File: src/rtl/sequential_divider.sv
// Iterative restoring divider for DIV/DIVU: one quotient bit per clock, LO = quotient, HI = remainder.
// Latency: done rises WIDTH+1 edges after the start edge, or 1 edge after it for a zero divisor.
// Optional DIV_EARLY_OUT_EN: finish in 1 edge when |dividend| < |divisor|; results match the default build.
module sequential_divider #(
  parameter int WIDTH = 32
) (
  input  logic             clk,
  input  logic             reset_n,
  input  logic             start,
  input  logic             is_signed,
  input  logic [WIDTH-1:0] dividend,
  input  logic [WIDTH-1:0] divisor,
  output logic             busy,
  output logic             done,
  output logic [WIDTH-1:0] quotient,
  output logic [WIDTH-1:0] remainder,
  output logic             div_by_zero
);

  localparam int CW = $clog2(WIDTH + 1);

  typedef enum logic [1:0] {IDLE, RUN, FIXUP} state_t;

  state_t           state, state_nxt;
  logic [WIDTH-1:0] rem, quo, dvs, dvd_raw;
  logic             sign_q, sign_r, dbz;
  logic [CW-1:0]    cnt;
  logic             done_r;

  // Operand magnitudes; the most negative value maps to 2^(WIDTH-1), which is exact unsigned.
  logic             neg_a, neg_b, divisor_zero, early;
  logic [WIDTH-1:0] mag_a, mag_b;

  assign neg_a        = is_signed & dividend[WIDTH-1];
  assign neg_b        = is_signed & divisor[WIDTH-1];
  assign mag_a        = neg_a ? (~dividend + 1'b1) : dividend;
  assign mag_b        = neg_b ? (~divisor + 1'b1) : divisor;
  assign divisor_zero = (divisor == '0);
`ifdef DIV_EARLY_OUT_EN
  assign early        = !divisor_zero && (mag_a < mag_b);
`else
  assign early        = 1'b0;
`endif

  // Trial subtract is one bit wider than the shifted remainder so a borrow shows up in the top bit.
  logic [WIDTH:0]   rem_sh, trial;
  logic             borrow;

  assign rem_sh = {rem, quo[WIDTH-1]};
  assign trial  = rem_sh - {1'b0, dvs};
  assign borrow = trial[WIDTH];

  // Sign-corrected results, applied on the FIXUP edge.
  logic [WIDTH-1:0] quo_fix, rem_fix;

  assign quo_fix = sign_q ? (~quo + 1'b1) : quo;
  assign rem_fix = sign_r ? (~rem + 1'b1) : rem;

  // State register.
  always_ff @(posedge clk) begin
    if (!reset_n) state <= IDLE;
    else          state <= state_nxt;
  end

  // Next-state logic: zero divisor and early-out cases skip the iteration phase.
  always_comb begin
    state_nxt = state;
    case (state)
      IDLE:    if (start) state_nxt = (divisor_zero || early) ? FIXUP : RUN;
      RUN:     if (cnt == CW'(1)) state_nxt = FIXUP;
      FIXUP:   state_nxt = IDLE;
      default: state_nxt = IDLE;
    endcase
  end

  // Output decode: busy covers every non-idle cycle; done is the registered FIXUP pulse.
  always_comb begin
    busy = (state != IDLE);
    done = done_r;
  end

  // Datapath: latch operands on start, then one restoring shift-subtract step per RUN edge.
  always_ff @(posedge clk) begin
    if (!reset_n) begin
      rem     <= '0;
      quo     <= '0;
      dvs     <= '0;
      dvd_raw <= '0;
      sign_q  <= 1'b0;
      sign_r  <= 1'b0;
      dbz     <= 1'b0;
      cnt     <= '0;
    end else begin
      case (state)
        IDLE: begin
          if (start) begin
            rem     <= early ? mag_a : '0;
            quo     <= early ? '0 : mag_a;
            dvs     <= mag_b;
            dvd_raw <= dividend;
            sign_q  <= neg_a ^ neg_b;
            sign_r  <= neg_a;
            dbz     <= divisor_zero;
            cnt     <= CW'(WIDTH);
          end
        end
        RUN: begin
          quo <= {quo[WIDTH-2:0], ~borrow};
          rem <= borrow ? rem_sh[WIDTH-1:0] : trial[WIDTH-1:0];
          cnt <= cnt - CW'(1);
        end
        default: ;
      endcase
    end
  end

  // Result registers: written only on the FIXUP edge and held until the next one.
  always_ff @(posedge clk) begin
    if (!reset_n) begin
      done_r      <= 1'b0;
      quotient    <= '0;
      remainder   <= '0;
      div_by_zero <= 1'b0;
    end else begin
      done_r <= (state == FIXUP);
      if (state == FIXUP) begin
        quotient    <= dbz ? '1 : quo_fix;
        remainder   <= dbz ? dvd_raw : rem_fix;
        div_by_zero <= dbz;
      end
    end
  end

endmodule
File: config.mk
export PLATFORM = sky130hd
export DESIGN_NAME = sequential_divider
export DESIGN_NICKNAME = d
export VERILOG_FILES = /design/src/rtl/sequential_divider.sv
export SDC_FILE = /design/constraint.sdc
export NUM_CORES = 1
export LEC_CHECK = 0
export BUFFER_PORTS_ARGS = -buffer_cell sky130_fd_sc_hd__buf_2
export CAP_MARGIN = 20
export CORE_MARGIN = 2
export CORE_UTILIZATION = 57
export DETAILED_ROUTE_END_ITERATION = 12
export GPL_TIMING_DRIVEN = 0
export PLACE_DENSITY = 0.78
export SLEW_MARGIN = 15
export SYNTH_ARGS = -nofsm -noshare
export SYNTH_HDL_FRONTEND = slang
export SYNTH_SLANG_ARGS = --single-unit
File: constraint.sdc
create_clock -name clk -period 6.4 [get_ports clk]
set_input_delay 0.64 -clock clk [delete_from_list [all_inputs] [get_ports clk]]
set_output_delay 0.64 -clock clk [all_outputs]
set_load 0.01 [all_outputs]
# Word-level counts from Yosys, hierarchy flattened
# Index checks and enable logic that the tools add are counted.
dict set report word_totals {
  word_cells 56
  ff_bits 205
  out_inout_bits 67
  input_bits 68
}
dict set report op_classes {
  n_reduce_logical 7
  n_eq_ne 5
  mux 17
  bitwise 8
  add_sub_neg 6
}
# cell n
set op_table {}
lappend op_table {{32-bit 2-to-1 mux} 9}
lappend op_table {{32-bit by 1-bit adder with 32-bit output (second input constant)} 4}
lappend op_table {{32-bit inverter} 4}
lappend op_table {{32-bit case mux with 2 select lines} 2}
lappend op_table {{33-bit by 32-bit subtractor with 33-bit output} 1}
lappend op_table {{32-bit logical NOT} 1}
lappend op_table {{6-bit case mux with 2 select lines} 1}
lappend op_table {{6-bit by 1-bit equality test with 1-bit output (second input constant)} 1}
lappend op_table {{2-bit 2-to-1 mux} 3}
lappend op_table {{6-bit 2-to-1 mux} 1}
lappend op_table {{2-bit AND reduction} 3}
lappend op_table {{6-bit by 1-bit subtractor with 6-bit output (second input constant)} 1}
lappend op_table {{2-bit inequality test (second input constant)} 2}
lappend op_table {{2-bit case mux with 2 select lines} 1}
lappend op_table {{2-bit nonzero test} 2}
lappend op_table {{1-bit bitwise AND} 2}
lappend op_table {{2-bit by 1-bit equality test with 1-bit output (second input constant)} 1}
lappend op_table {{2-bit equality test (second input constant)} 1}
lappend op_table {{2-bit logical NOT} 1}
lappend op_table {{1-bit inverter} 1}
lappend op_table {{1-bit XOR} 1}

# Logic depth before layout (Yosys ltp)
# Gate-level depths: netlist of run 1.
dict set report logic_depth {
  word_depth 5
  ltp_mapped 13
  mapped_depth_nobuf 11
}

# Worst setup path before layout of run 1
# No wires, ideal clock.
dict set report synth_timing {
  kind {register -> register}
  startpoint {register rem[10]}
  endpoint {register rem[13]}
  path_stages_with_launch 13
  arrival_time_ns 2.969
  n_path_buf 3
  setup_time_ns 0.127
  required_ns 6.273
  slack_ns 3.304
  path_cell_list {dfxtp_1 ha_1 clkbuf_1 a21o_1 a31o_1 a311oi_1 o21ai_1 o211a_1 a211oi_1 buf_2 buf_4 mux2i_1 o21ai_1}
}
dict set report synth_between {
  elab_chain_cells 3
}
# element line
set synth_rtl {}
lappend synth_rtl {{start, declared} 25} ;# logic [WIDTH-1:0] rem, quo, dvs, dvd_raw;
lappend synth_rtl {{start signal, assigned} 97} ;# rem <= early ? mag_a : '0;
lappend synth_rtl {{start signal, assigned} 109} ;# rem <= borrow ? rem_sh[WIDTH-1:0] : trial[WIDTH-1:0];
lappend synth_rtl {{33-bit by 32-bit subtractor with 33-bit output} 50} ;# assign trial = rem_sh - {1'b0, dvs};
lappend synth_rtl {{32-bit 2-to-1 mux} 109}
lappend synth_rtl {{32-bit case mux with 2 select lines} 94} ;# case (state)
# Every way passes these cells.
# A chain may end at the register's enable or synchronous reset.

# Worst setup path in the final report of run 1
dict set report layout_timing {
  startpoint {register quo[31]}
  endpoint {register rem[17]}
}
dict set report layout_between {
  elab_chain_cells 3
}
# element line
set layout_rtl {}
lappend layout_rtl {{start, declared} 25}
lappend layout_rtl {{start signal, assigned} 98} ;# quo <= early ? '0 : mag_a;
lappend layout_rtl {{start signal, assigned} 108} ;# quo <= {quo[WIDTH-2:0], ~borrow};
lappend layout_rtl {{33-bit by 32-bit subtractor with 33-bit output} 50}
lappend layout_rtl {{32-bit 2-to-1 mux} 109}
lappend layout_rtl {{32-bit case mux with 2 select lines} 94}
# Every way passes these cells.

==> flow_metrics.py, run 1 <==
metrics = {
    "run_status": {
        "status": "complete, no violations",
    },
    "sta": {
        "rsz0062_at_grt": "false",
        "final.min_clock_period_ns": 4.41,
        "drv_slew": 0,
        "whs_ns": 0.395,
        "skew_ns": 0.0173,
        "tightest_slew_ns": 0.891,
        "finalSetupTns_ns": 0,
        "period_share": 0.689,
        "hold_violations": 0,
        "finalSetupViolCount": 0,
        "slew_headroom": 0.402,
        "clock.fmax_mhz": 227,
    },
    "drt": {
        "drc": 0,
        "vias": 12061,
        "drtAntennaViolNets": 0,
        "drt_pass1_iterations": 7,
        "wl_per_cell_um": 17.8,
        "first_iter_violations": 723,
        "routed_via_density": 5.91,
        "wl_mm": 36.3,
    },
    "die": {
        "io_pins": 135,
        "die_w_um": 150,
        "core_um2": 21000,
        "placementRows": 53,
        "dieHeight_um": 150,
        "start_util": 0.581,
        "dieArea_um2": 22500,
    },
    "logic_synthesis": {
        "ys_ff_latch": 205,
        "asyncSetResetFlopFracSynth": 0,
        "synth-main-ff-cell": "dfxtp_1",
        "ys_warn_count": 0,
        "synth_seq_area_share": 0.337,
        "synthesis.nets": 1695,
        "yosys-top-cells-area": "dfxtp_1 (34%), nand2_1 (7.4%), a21oi_1 (6.9%), xor2_1 (5.5%), o21ai_0 (4.5%)",
        "yosys.area.top_type": "dfxtp_1",
        "synthCells": 1588,
        "synth_cell_type_count": 75,
        "syn_area_um2": 12200,
        "synth-edff-count": 0,
        "synth_top_area_share": 0.337,
        "avgSynthCellArea_um2": 7.66,
    },
    "global_routing": {
        "grt_usage": 0.315,
        "grt_pass1_wl_mm": 57.2,
        "antenna_found_initial": 0,
        "grt_pass1_vias": 11338,
        "grt.overflow.total": 0,
        "grt_max_degree": 13,
    },
    "finish": {
        "final_common_cell": "nand2_1",
        "final_cell_mix": "nand2_1 (241), dfxtp_1 (205), a21oi_1 (167)",
        "final_util": 0.666,
        "regArea_um2": 4100,
        "area_delta_synth_final_pct": 14.6,
        "nFillCells": 1890,
        "drive_above_1_share": 0.113,
        "nets": 1855,
        "multiInputGateArea_um2": 7450,
    },
    "placed_design": {
        "numPortBuffers": 134,
        "dp_hpwl_mm": 28.3,
        "gp_congestion": 0.973,
    },
    "power_and_ir_drop": {
        "seqPwrFrac": 0.411,
        "power_density_nw_per_um2": 248,
        "internal_power_uw": 2410,
        "ir_drop_mv": 0.134,
        "combPwrFrac": 0.206,
        "p_sw_uw": 1060,
        "total_leakage_power_uw": 0.00571,
        "clockPowerShare": 0.383,
        "p_sw_frac": 0.305,
    },
    "clock_network": {
        "clk_latency_ns": 0.52,
        "cts_buffers": 24,
        "post_cts_resized": 0,
        "path_clk_slew_ns": 0.06,
        "ctsLongestPathBuffers": 3,
        "htree_levels": 1,
        "cts_tree": "done",
        "root_buffer": "clkbuf_16",
        "clock_sinks": 205,
        "cts_hold_repair.buffers": 0,
        "post-cts-setup-buffers": 0,
    },
    "setup_path": {
        "worstSetupStartpointType": "register",
        "r2r_end": "rem[17]$_SDFFE_PN0P_",
        "required_ns": 6.78,
        "path_max_fanout": 10,
        "r2r_slack_ns": 1.99,
        "arrival_ns": 4.79,
        "cp-end-kind": "register",
        "r2r-start": "quo[31]$_SDFFE_PN0P_",
        "path_class": "reg -> reg",
        "r2r_cells": 13,
    },
    "min_path": {
        "whs_path_depth": 3,
        "hp-start": "dividend[5]",
        "hold_class": "in -> reg",
        "whs_endpoint": "dvd_raw[5]$_SDFFE_PN0P_",
    },
    "run": {
        "cap_violations": 0,
    },
}
registers in the layout (all words and copies together) (netlist names):
register / cells
dvd_raw: 32
dvs: 32
quo: 32
quotient: 32
rem: 32
remainder: 32
cnt: 6
state: 2
dbz: 1
div_by_zero: 1
done: 1
sign_q: 1
sign_r: 1
cells in the mapped netlist, types with 18 or more instances:
cell type	n
nand2_1	241
dfxtp_1	205
a21oi_1	167
o21ai_0	109
clkbuf_1	91
nor2_1	88
xor2_1	76
inv_1	55
xnor2_1	54
ha_1	38
o21ai_1	34
a211oi_1	32
mux2i_1	30
nor3_1	30
nand3_1	29
a22oi_1	27
o31ai_1	22
or3_1	18
critical path, stage by stage, from the launching register on:
cell and delay (ns):
dfxtp_1 0.43, inv_1 0.13, ha_1 0.28, fa_1 0.42
nor2b_1 0.18, o31a_1 0.20, o21ai_1 0.15, o21ai_1 0.49
o21ai_1 0.24, a211oi_1 0.77, buf_2 0.41, buf_4 0.27
mux2i_1 0.21, o21ai_1 0.07
power groups by stage:
stage | Sequential [µW] | Clock [µW] | Combinational (µW)
4_1_cts | 1420 | 1340 | 707
3_5_place_dp | 1450 | 0 | 703
3_3_place_gp | 1450 | 0 | 689
2_1_floorplan | 1440 | 0 | 493
6_report | 1420 | 1330 | 713
5_1_grt | 1430 | 1390 | 790
final cells by class:
class / instances / share of cell area
timing repair buffer: 134 / 0.0481
antenna: 1 / 0.000179
clock buffer: 33 / 0.0491
multi-input combinational: 1223 / 0.534
clock inverter: 9 / 0.00565
buffer: 103 / 0.0289
tap: 275 / 0.0247
inverter: 57 / 0.0153
sequential: 205 / 0.294
metrics by stage:
step	std cells	area (µm²)	total power [µW]	setup slack (ns)
after global routing	2039	13900	3610	1.75
after detailed placement	1997	13200	2150	1.98
final	2040	14000	3460	1.99
after CTS	2039	13900	3470	1.97
after floorplan	1588	12200	1930	3.30
after global placement	1997	13200	2130	2.02
routing by layer:
metal | track usage | share of wire | up-vias
li1 | - | - | 5973
met1 | 0.388 | 0.42 | 5654
met2 | 0.564 | 0.49 | 351
met3 | 0.0333 | 0.051 | 83
met4 | 0.124 | 0.037 | 0
met5 | 0 | 0 | -
worst max-delay path by stage:
stage                               startpoint                    to  slack [ns]  cells after the start
after floorplan           rem[10]$_SDFFE_PN0P_  rem[13]$_SDFFE_PN0P_        3.30                     12
after global placement    quo[31]$_SDFFE_PN0P_  rem[15]$_SDFFE_PN0P_        2.02                     13
after detailed placement  quo[31]$_SDFFE_PN0P_  rem[24]$_SDFFE_PN0P_        1.98                     13
after CTS                 quo[31]$_SDFFE_PN0P_  rem[17]$_SDFFE_PN0P_        1.97                     13
after global routing      quo[31]$_SDFFE_PN0P_  rem[13]$_SDFFE_PN0P_        1.75                     13
final                     quo[31]$_SDFFE_PN0P_  rem[17]$_SDFFE_PN0P_        1.99                     13
cells by family (layout without fill, tap and decap cells):
logic type / count (synthesis) / after routing / share of synthesized area
fa+ha+maj: 39 / 39 / 0.0407
simple gates: 515 / 515 / 0.198
compound gates: 506 / 506 / 0.253
mux: 33 / 33 / 0.0275
other cells: 0 / 1 / 0
xor+xnor: 130 / 130 / 0.0936
buf+inv: 160 / 336 / 0.0507
flops: 205 / 205 / 0.337
No activity file was read; power rests on OpenSTA's default activity.
==> inputs of run 2 (changes only) <==
--- a/config.mk
+++ b/config.mk
@@ -8,10 +8,10 @@
 export BUFFER_PORTS_ARGS = -buffer_cell sky130_fd_sc_hd__buf_2
 export CAP_MARGIN = 20
 export CORE_MARGIN = 2
-export CORE_UTILIZATION = 57
+export CORE_UTILIZATION = 54
 export DETAILED_ROUTE_END_ITERATION = 12
 export GPL_TIMING_DRIVEN = 0
-export PLACE_DENSITY = 0.78
+export PLACE_DENSITY = 0.77
 export SLEW_MARGIN = 15
 export SYNTH_ARGS = -nofsm -noshare
 export SYNTH_HDL_FRONTEND = slang
==> constraint.sdc (replaced) <==
create_clock -name clk -period 3.7 [get_ports clk]
set_input_delay 0.37 -clock clk [delete_from_list [all_inputs] [get_ports clk]]
set_output_delay 0.37 -clock clk [all_outputs]
set_load 0.01 [all_outputs]
==> flow_metrics.py, run 2 (synthesis gave the netlist of run 1 again) <==
metrics = {
    "drt": {
        "wl_mm": 36.3,
        "routed_via_density": 5.89,
        "maxUsedRoutingLayer": "met4",
        "met2_length_mm": 17.3,
        "drt_pass1_iterations": 5,
        "drtAntennaViolNets": 0,
        "vias": 12064,
        "first_iter_violations": 1080,
        "dr_wl_met3_mm": 1.86,
        "wl_met1_mm": 15.4,
        "drc": 0,
        "wl_per_cell_um": 17.7,
    },
    "die": {
        "die_w_um": 154,
        "start_util": 0.554,
        "io_pins": 135,
        "dieHeight_um": 154,
        "dieArea_um2": 23800,
        "placementRows": 54,
        "core_um2": 22000,
    },
    "sta": {
        "finalSetupViolCount": 0,
        "hold_violations": 0,
        "fin_ws_ns": 0.138,
        "slew_headroom": 0.418,
        "final.min_clock_period_ns": 3.56,
        "period_share": 0.963,
        "skew_ns": 0.0176,
        "clock.fmax_mhz": 281,
        "drv_slew": 0,
        "tightest_slew_ns": 0.872,
    },
    "global_routing": {
        "antenna_found_initial": 0,
        "grt_max_degree": 13,
        "grt.overflow.total": 0,
        "grt_pass1_wl_mm": 57.9,
        "grt_usage": 0.299,
        "grt_pass1_vias": 11380,
    },
    "finish": {
        "nFillCells": 1924,
        "area_delta_synth_final_pct": 15.8,
        "stdcell_area_um2": 14100,
        "final_common_cell": "nand2_1",
        "drive_above_1_share": 0.119,
        "num_antenna_cells": 0,
        "final_cell_mix": "nand2_1 (241), dfxtp_1 (202), a21oi_1 (167)",
        "nets": 1859,
    },
    "placed_design": {
        "dpl-instance-area_um2": 13200,
        "dp_hpwl_mm": 28.1,
        "post-place-ws_ns": -0.608,
        "gp_congestion": 0.935,
        "numPortBuffers": 134,
    },
    "clock_network": {
        "cts_tree": "done",
        "htree_levels": 1,
        "path_clk_slew_ns": 0.06,
        "root_buffer": "clkbuf_16",
        "cts_hold_repair.buffers": 0,
        "ctsLongestPathBuffers": 3,
        "clk_latency_ns": 0.54,
        "clock_sinks": 205,
        "cts_buffers": 24,
    },
    "setup_path": {
        "arrival_ns": 3.96,
        "path_class": "reg -> reg",
        "cp-end-kind": "register",
        "worstSetupStartpointType": "register",
        "path_max_fanout": 10,
        "required_ns": 4.10,
    },
    "power_and_ir_drop": {
        "ir_drop_mv": 0.273,
        "power_density_nw_per_um2": 441,
        "total_leakage_power_uw": 0.00578,
    },
    "min_path": {
        "hold_class": "in -> reg",
    },
    "run": {
        "cap_violations": 0,
    },
    "run_status": {
        "status": "complete, no violations",
    },
}
==> run 2: changes by cell type in the layout (fill, tap and decap cells not counted), sizes merged <==
cell | previous run | this run
clkbuf | 124 | 123
bufinv | 1 | 4
buf | 146 | 150
diode | 1 | 0
clkinvlp | 2 | 0
==> run 2: final timing paths <==
check                                                 end  slack (ns)                       from  cells after the start
worst max-delay path                 rem[28]$_SDFFE_PN0P_        0.14       rem[10]$_SDFFE_PN0P_                     13
worst min-delay path              dvd_raw[7]$_SDFFE_PN0P_        0.12                dividend[7]                      3
worst max register to register       rem[28]$_SDFFE_PN0P_        0.14       rem[10]$_SDFFE_PN0P_                     13
worst min register to register  remainder[1]$_SDFFE_PN0P_        0.45  remainder[1]$_SDFFE_PN0P_                      2
==> run 2: what timing repair did <==
item                                    CTS  global route
pin swaps                                 1             2
buffers inserted                          0             4
resized for setup                         4             5
endpoints found under the setup margin   33            31
==> run 2: per-stage QoR <==
| step | std cells | TNS [ns] | util | hold WS, ns | power (µW) |
|---|---|---|---|---|---|
| after floorplan | 1588 | 0 | - | 0.432 | 3340 |
| after global placement | 2002 | -13.64 | 0.601 | 0.442 | 3690 |
| after detailed placement | 2002 | -15.04 | 0.601 | 0.440 | 3720 |
| after CTS | 2044 | 0 | 0.640 | 0.111 | 6200 |
| after global routing | 2048 | -0.00898 | 0.641 | 0.125 | 6450 |
| final | 2048 | 0 | 0.641 | 0.118 | 6210 |
==> run 2: worst max-delay path: stages, from the launching register on <==
cell and delay (ns):
dfxtp_2 0.44, ha_1 0.26, clkbuf_1 0.18, a21o_1 0.21
a31o_1 0.28, a311oi_1 0.33, o21ai_2 0.19, buf_4 0.17
o211a_1 0.25, a211oi_4 0.40, buf_6 0.20, buf_4 0.21
mux2i_1 0.22, o21ai_1 0.08
==> run 2: final cells by class <==
type | instances | area [µm²] | share of cell area
multi-input combinational | 1223 | 7470 | 0.530
buffer | 103 | 409 | 0.0290
sequential | 205 | 4110 | 0.292
inverter | 57 | 214 | 0.0152
clock inverter | 10 | 165 | 0.0117
tap | 280 | 350 | 0.0249
timing repair buffer | 138 | 701 | 0.0497
clock buffer | 32 | 671 | 0.0476
==> run 2: power breakdown <==
part | total, µW | switching [µW] | internal [µW] | leakage, µW
logic | 1240 | 781 | 462 | 0.00369
registers | 2460 | 115 | 2350 | 0.00167
clock network | 2510 | 959 | 1550 | 0.000413
==> run 2: routing by layer <==
| layer | GRT usage | vias to the layer above |
|---|---|---|
| met5 | 0 | - |
| li1 | - | 5998 |
| met2 | 0.528 | 382 |
| met3 | 0.0254 | 93 |
| met1 | 0.375 | 5591 |
| met4 | 0.128 | 0 |
